## src/rtl/adder_arbiter_if.sv

```systemverilog
// Bundles both requester ports, the shared-adder port and the response port of adder_arbiter.
interface adder_arbiter_if;
  logic       io_req0_valid;
  logic       io_req0_ready;
  logic [7:0] io_req0_a;
  logic [7:0] io_req0_b;
  logic       io_req0_cin;
  logic       io_req1_valid;
  logic       io_req1_ready;
  logic [7:0] io_req1_a;
  logic [7:0] io_req1_b;
  logic       io_req1_cin;
  logic [7:0] io_add_a;
  logic [7:0] io_add_b;
  logic       io_add_cin;
  logic [7:0] io_add_sum;
  logic       io_add_cout;
  logic       io_resp_valid;
  logic       io_resp_ready;
  logic       io_resp_id;
  logic [7:0] io_resp_sum;
  logic       io_resp_cout;
  logic       io_busy;

  modport slave (
    input  io_req0_valid, io_req0_a, io_req0_b, io_req0_cin,
    input  io_req1_valid, io_req1_a, io_req1_b, io_req1_cin,
    input  io_add_sum, io_add_cout, io_resp_ready,
    output io_req0_ready, io_req1_ready,
    output io_add_a, io_add_b, io_add_cin,
    output io_resp_valid, io_resp_id, io_resp_sum, io_resp_cout, io_busy
  );

  modport master (
    output io_req0_valid, io_req0_a, io_req0_b, io_req0_cin,
    output io_req1_valid, io_req1_a, io_req1_b, io_req1_cin,
    output io_add_sum, io_add_cout, io_resp_ready,
    input  io_req0_ready, io_req1_ready,
    input  io_add_a, io_add_b, io_add_cin,
    input  io_resp_valid, io_resp_id, io_resp_sum, io_resp_cout, io_busy
  );
endinterface

```

## src/rtl/adder_arbiter.sv

```systemverilog
// Two-requester round-robin front end for a shared 8-bit adder with a fixed,
// parameterised adder latency and a backpressured single-entry response.
module adder_arbiter #(
  parameter int ADD_LATENCY = 1
) (
  input logic            clock,
  input logic            reset,
  adder_arbiter_if.slave bus
);
  typedef enum logic [1:0] {
    IDLE = 2'd0,
    EXEC = 2'd1,
    RESP = 2'd2
  } state_t;

  localparam logic [1:0] LAT_INIT = 2'(ADD_LATENCY);

  state_t     state;
  state_t     state_next;
  logic       last_grant;
  logic       grant;
  logic       accept;
  logic       resp_id;
  logic [1:0] lat_cnt;
  logic [7:0] add_a;
  logic [7:0] add_b;
  logic       add_cin;
  logic [7:0] resp_sum;
  logic       resp_cout;

  // A lone requester always wins; on a tie the requester not served last goes.
  always_comb begin
    grant = 1'b0;
    if (bus.io_req0_valid && bus.io_req1_valid) begin
      grant = ~last_grant;
    end else if (bus.io_req1_valid) begin
      grant = 1'b1;
    end
  end

  // Ready is gated by reset so nothing looks acceptable while reset is held.
  assign bus.io_req0_ready = reset && (state == IDLE) && bus.io_req0_valid && !grant;
  assign bus.io_req1_ready = reset && (state == IDLE) && bus.io_req1_valid && grant;
  assign accept            = bus.io_req0_ready || bus.io_req1_ready;

  always_ff @(posedge clock or negedge reset) begin
    if (!reset) begin
      state <= IDLE;
    end else begin
      state <= state_next;
    end
  end

  always_comb begin
    state_next = state;
    case (state)
      IDLE:    if (accept) state_next = EXEC;
      EXEC:    if (lat_cnt == 2'd0) state_next = RESP;
      RESP:    if (bus.io_resp_ready) state_next = IDLE;
      default: state_next = IDLE;
    endcase
  end

  // Adder operands stay put from acceptance until the next acceptance, so the
  // shared adder sees stable inputs for the whole latency window.
  always_ff @(posedge clock or negedge reset) begin
    if (!reset) begin
      last_grant <= 1'b1;
      resp_id    <= 1'b0;
      lat_cnt    <= 2'd0;
      add_a      <= 8'd0;
      add_b      <= 8'd0;
      add_cin    <= 1'b0;
      resp_sum   <= 8'd0;
      resp_cout  <= 1'b0;
    end else if (accept) begin
      add_a      <= grant ? bus.io_req1_a   : bus.io_req0_a;
      add_b      <= grant ? bus.io_req1_b   : bus.io_req0_b;
      add_cin    <= grant ? bus.io_req1_cin : bus.io_req0_cin;
      resp_id    <= grant;
      last_grant <= grant;
      lat_cnt    <= LAT_INIT;
    end else if (state == EXEC) begin
      if (lat_cnt != 2'd0) begin
        lat_cnt <= lat_cnt - 2'd1;
      end else begin
        resp_sum  <= bus.io_add_sum;
        resp_cout <= bus.io_add_cout;
      end
    end
  end

  assign bus.io_add_a      = add_a;
  assign bus.io_add_b      = add_b;
  assign bus.io_add_cin    = add_cin;
  assign bus.io_resp_valid = (state == RESP);
  assign bus.io_resp_id    = resp_id;
  assign bus.io_resp_sum   = resp_sum;
  assign bus.io_resp_cout  = resp_cout;
  assign bus.io_busy       = (state != IDLE);
endmodule
```

## src/flat_wrapper.sv

```systemverilog
// flat-port wrapper written by rule: the top's interface ports become plain ports
module adder_arbiter_flat 
#(
  parameter int ADD_LATENCY = 1
)
  (clock, reset, bus_io_req0_valid, bus_io_req0_a, bus_io_req0_b, bus_io_req0_cin, bus_io_req1_valid, bus_io_req1_a, bus_io_req1_b, bus_io_req1_cin, bus_io_add_sum, bus_io_add_cout, bus_io_resp_ready, bus_io_req0_ready, bus_io_req1_ready, bus_io_add_a, bus_io_add_b, bus_io_add_cin, bus_io_resp_valid, bus_io_resp_id, bus_io_resp_sum, bus_io_resp_cout, bus_io_busy);
  adder_arbiter_if bus_i ();
  input logic clock;
  input logic reset;
  input wire logic [$bits(bus_i.io_req0_valid)-1:0] bus_io_req0_valid;
  input wire logic [$bits(bus_i.io_req0_a)-1:0] bus_io_req0_a;
  input wire logic [$bits(bus_i.io_req0_b)-1:0] bus_io_req0_b;
  input wire logic [$bits(bus_i.io_req0_cin)-1:0] bus_io_req0_cin;
  input wire logic [$bits(bus_i.io_req1_valid)-1:0] bus_io_req1_valid;
  input wire logic [$bits(bus_i.io_req1_a)-1:0] bus_io_req1_a;
  input wire logic [$bits(bus_i.io_req1_b)-1:0] bus_io_req1_b;
  input wire logic [$bits(bus_i.io_req1_cin)-1:0] bus_io_req1_cin;
  input wire logic [$bits(bus_i.io_add_sum)-1:0] bus_io_add_sum;
  input wire logic [$bits(bus_i.io_add_cout)-1:0] bus_io_add_cout;
  input wire logic [$bits(bus_i.io_resp_ready)-1:0] bus_io_resp_ready;
  output wire logic [$bits(bus_i.io_req0_ready)-1:0] bus_io_req0_ready;
  output wire logic [$bits(bus_i.io_req1_ready)-1:0] bus_io_req1_ready;
  output wire logic [$bits(bus_i.io_add_a)-1:0] bus_io_add_a;
  output wire logic [$bits(bus_i.io_add_b)-1:0] bus_io_add_b;
  output wire logic [$bits(bus_i.io_add_cin)-1:0] bus_io_add_cin;
  output wire logic [$bits(bus_i.io_resp_valid)-1:0] bus_io_resp_valid;
  output wire logic [$bits(bus_i.io_resp_id)-1:0] bus_io_resp_id;
  output wire logic [$bits(bus_i.io_resp_sum)-1:0] bus_io_resp_sum;
  output wire logic [$bits(bus_i.io_resp_cout)-1:0] bus_io_resp_cout;
  output wire logic [$bits(bus_i.io_busy)-1:0] bus_io_busy;
  assign bus_i.io_req0_valid = bus_io_req0_valid;
  assign bus_i.io_req0_a = bus_io_req0_a;
  assign bus_i.io_req0_b = bus_io_req0_b;
  assign bus_i.io_req0_cin = bus_io_req0_cin;
  assign bus_i.io_req1_valid = bus_io_req1_valid;
  assign bus_i.io_req1_a = bus_io_req1_a;
  assign bus_i.io_req1_b = bus_io_req1_b;
  assign bus_i.io_req1_cin = bus_io_req1_cin;
  assign bus_i.io_add_sum = bus_io_add_sum;
  assign bus_i.io_add_cout = bus_io_add_cout;
  assign bus_i.io_resp_ready = bus_io_resp_ready;
  assign bus_io_req0_ready = bus_i.io_req0_ready;
  assign bus_io_req1_ready = bus_i.io_req1_ready;
  assign bus_io_add_a = bus_i.io_add_a;
  assign bus_io_add_b = bus_i.io_add_b;
  assign bus_io_add_cin = bus_i.io_add_cin;
  assign bus_io_resp_valid = bus_i.io_resp_valid;
  assign bus_io_resp_id = bus_i.io_resp_id;
  assign bus_io_resp_sum = bus_i.io_resp_sum;
  assign bus_io_resp_cout = bus_i.io_resp_cout;
  assign bus_io_busy = bus_i.io_busy;
  adder_arbiter #(.ADD_LATENCY(ADD_LATENCY)) u_core (.clock(clock), .reset(reset), .bus(bus_i));
endmodule
```

## config.mk

```make
export PLATFORM = sky130hd
export DESIGN_NAME = adder_arbiter_flat
export DESIGN_NICKNAME = d
export VERILOG_FILES = /design/src/rtl/adder_arbiter_if.sv /design/src/rtl/adder_arbiter.sv /design/src/flat_wrapper.sv
export SDC_FILE = /design/constraint.sdc
export NUM_CORES = 1
export LEC_CHECK = 0
export BUFFER_PORTS_ARGS = -buffer_cell sky130_fd_sc_hd__buf_2
export CAP_MARGIN = 20
export CORE_UTILIZATION = 45
export CTS_CLUSTER_DIAMETER = 40
export DETAILED_ROUTE_END_ITERATION = 7
export MAX_ROUTING_LAYER = met4
export PLACE_DENSITY = 0.91
export SLEW_MARGIN = 10
export SYNTH_ARGS = -nofsm -noshare
export SYNTH_HDL_FRONTEND = slang
export SYNTH_SLANG_ARGS = --single-unit
```

## constraint.sdc

```tcl
create_clock -name clock -period 3.03 [get_ports clock]
set_input_delay 0.606 -clock clock [delete_from_list [all_inputs] [get_ports clock]]
set_output_delay 0.606 -clock clock [all_outputs]
set_load 0.005 [all_outputs]
```

==> results.cfg <==
[pwr]
swShare_pct = 32.1
max-vdd-ir-drop_uv = 430
power_mw = 1.77
p_per_area_mw_per_mm2 = 914
power_frac_comb_pct = 42.0
p_int_mw = 1.20
p_leak_nw = 0.906
seqPwrFrac_pct = 43.5
switchingPower_mw = 0.567
p_clk_share_pct = 14.6

[synthesis]
yosys_warnings = 0
synth.mux.area_fraction_pct = 6.87
synth_top_area_share_pct = 52.6
avgSynthCellArea_um2 = 13.8
synth_cell_types = 29
ys_ff_latch = 32
synth_top_family_by_area = simple AND/OR/NAND/NOR gates
synth-simple-area-share_pct = 16.9
synth-compound-area-share_pct = 15.4
yosysTopAreaCell = dfrtp_1
ys_seq_area_share_pct = 54.4
synthTopCellsByArea = dfrtp_1 (53%), o221a_2 (12%), mux2_2 (6.9%)
synthAdderAreaFrac_pct = 0.848
synth_xor_area_share_pct = 0.594
syn_area_mm2 = 0.00148
syn-instance-count = 107
syn-num-nets = 156

[cts]
cts_tree = yes
cts_max_level = 2
ctsResizeCount = 0
hold_buffers = 0
clock_sinks = 32
cts_root_buffer = clkbuf_4
post_cts_buffers = 0
numCtsBuffers = 5
path_clk_slew_ps = 100
clk_path_buf_depth = 2
worstSkewPairLatency_ps = 330

[min_path]
hold_class = in2async

[drt]
drt_iter0_drc = 70
wire_per_inst_um = 12.9
ant_nets = 0
drtPass1Iterations = 4
drc = 0
num_vias = 1200
via_per_inst = 5.19
totalWireLength_um = 2980

[critical_path]
crit_fanout = 19
cp_slowest_stage_delay_ps = 310
cp-end-kind = output port
critical_path_class = in2out
critical_path.slowest_cell = nor3b_4
critPathTopFamily = simple AND/OR/NAND/NOR gates
crit_path_cell_trace = buf_2 -> nor3b_4 -> nand3_4 -> inv_1 -> buf_2
required_ps = 2420
path_buf_inv = 3
critPathLaunchType = input pin
worst_path_most_repeated_cell = buf_2
arrival_ps = 1560

[timing]
finalHoldViolCount = 0
whs_ps = 98.7
maxSlewHeadroom_pct = 57.7
setup_viol = 0
setup_slack_ps = 866
setup-tns-final_ps = 0
period_minus_slack_ps = 2160
period_share_pct = 71.4
fmax_mhz = 462
fin_skew_ps = 9.06
rsz0062_at_grt = false
slew_violations = 0
tightest_slew_ps = 634

[global_routing]
antenna_found_initial = 0
grtUsageMet1_pct = 23.2
grt_pass1_vias = 1081
grt_first_pass_wirelength_um = 4770
grt_max_degree = 27
gr-usage-met3_pct = 7.21
grt.total_usage_pct = 19.2
overflow = 0
busiest_layer = met2
grt_util_met2_pct = 29.1

[die]
start_util_pct = 47.9
die_x_um = 59.3
dieArea_mm2 = 0.00351
coreArea_mm2 = 0.00308
fp.dieH_um = 59.3
rows = 20
ioPinCount = 79

[placement]
place_ws_ps = 852
place.gp.congestion = 0.761
hpwl_um = 2250
numPortBuffers = 78

[cells_and_area]
fin_nets = 235
drive_above_1_share_pct = 67.9
n_antenna_cell = 0
syn_to_final_growth_pct = 30.9

[job]
cap_viol_max_count = 0

[run_status]
status = finished clean
cells in the final DEF, fill, tap and decap left out, types with 2 or more instances in the layout:
cell type | Yosys | final
nand2b_1 | 2 | 2
mux2_2 | 9 | 9
or3_2 | 8 | 8
clkbuf_4 | 1 | 5
clkinv_2 | 0 | 2
nor2_1 | 2 | 2
buf_2 | 1 | 78
or2_2 | 2 | 2
o21a_1 | 2 | 2
and2_1 | 2 | 2
or3_1 | 9 | 9
o221a_2 | 16 | 16
inv_1 | 4 | 4
dfrtp_1 | 31 | 31
synthesized netlist by cell type (all sizes together):
master	instances
a211oi	1
a2bb2oi	1
and2	2
buf	5
clkbuf	2
dfrtp	31
dfstp	1
ha	1
inv	4
mux2	9
nand2b	2
nand3	1
nand3b	1
nand4bb	1
nor2	2
nor3b	2
o21a	2
o21ai	1
o221a	17
or2	2
or2b	1
or3	17
xnor2	1
cell type report:
cell class / instances / area, um^2
Clock buffer: 6 / 51.3
Clock inverter: 2 / 10.0
Fill cell: 258 / 1150
Inverter: 4 / 15.0
Multi-Input combinational cell: 64 / 599
Sequential cell: 32 / 802
Tap cell: 44 / 55.1
Timing Repair Buffer: 79 / 398
layer usage:
layer | vias to the layer above | wire (um)
met5 | - | 0
met4 | 0 | 40
met3 | 5 | 284
met2 | 63 | 1310
met1 | 570 | 1350
li1 | 562 | -
kinds of logic (layout without fill, tap and decap cells):
| group | after synthesis | count (layout) |
|---|---|---|
| flops | 32 | 32 |
| simple gates | 31 | 31 |
| compound gates | 22 | 22 |
| buf+inv | 11 | 91 |
| mux | 9 | 9 |
| fa+ha+maj | 1 | 1 |
| xor+xnor | 1 | 1 |
power groups by stage:
stage          clock [mW]  combinational [mW]  sequential (mW)
2_1_floorplan           0               0.466            0.784
4_1_cts             0.269               0.754            0.768
6_report            0.257               0.741            0.767
3_3_place_gp            0               0.731            0.774
5_1_grt             0.291               0.823            0.794
3_5_place_dp            0               0.751            0.776
path summary, 6_finish.rpt:
check	startpoint	to	slack [ps]	depth (start not counted)
max in group asynchronous	reset	u_core.bus.io_resp_sum[0]$_DFFE_PN0P_	2350	2
min in group clock	bus_io_resp_ready	u_core.state[1]$_DFFE_PN0P_	480	2
min reg2reg	u_core.bus.io_resp_id$_DFFE_PN0P_	u_core.bus.io_resp_id$_DFFE_PN0P_	490	1
max reg2reg	u_core.state[0]$_DFFE_PN0P_	u_core.bus.io_add_a[6]$_DFFE_PN0P_	1300	3
max	reset	bus_io_req0_ready	870	5
min	reset	u_core.lat_cnt[1]$_DFFE_PN0P_	100	1
metrics by stage:
step | util, % | cells | instance area (um^2)
final | 62.7 | 231 | 1930
after global routing | 62.7 | 231 | 1930
after CTS | 62.7 | 231 | 1930
after detailed placement | 60.7 | 223 | 1870
after global placement | 60.7 | 223 | 1870
after floorplan | - | 107 | 1480
state kept, by name, summed over array words and instances (netlist names):
register and count:
u_core.bus.io_add_cin 1, u_core.bus.io_resp_sum 8, u_core.lat_cnt 2, u_core.bus.io_add_b 8, u_core.last_grant 1, u_core.bus.io_resp_cout 1, u_core.bus.io_add_a 8, u_core.bus.io_resp_id 1
u_core.state 2
Note: power is estimated with default switching activity, not from simulation.
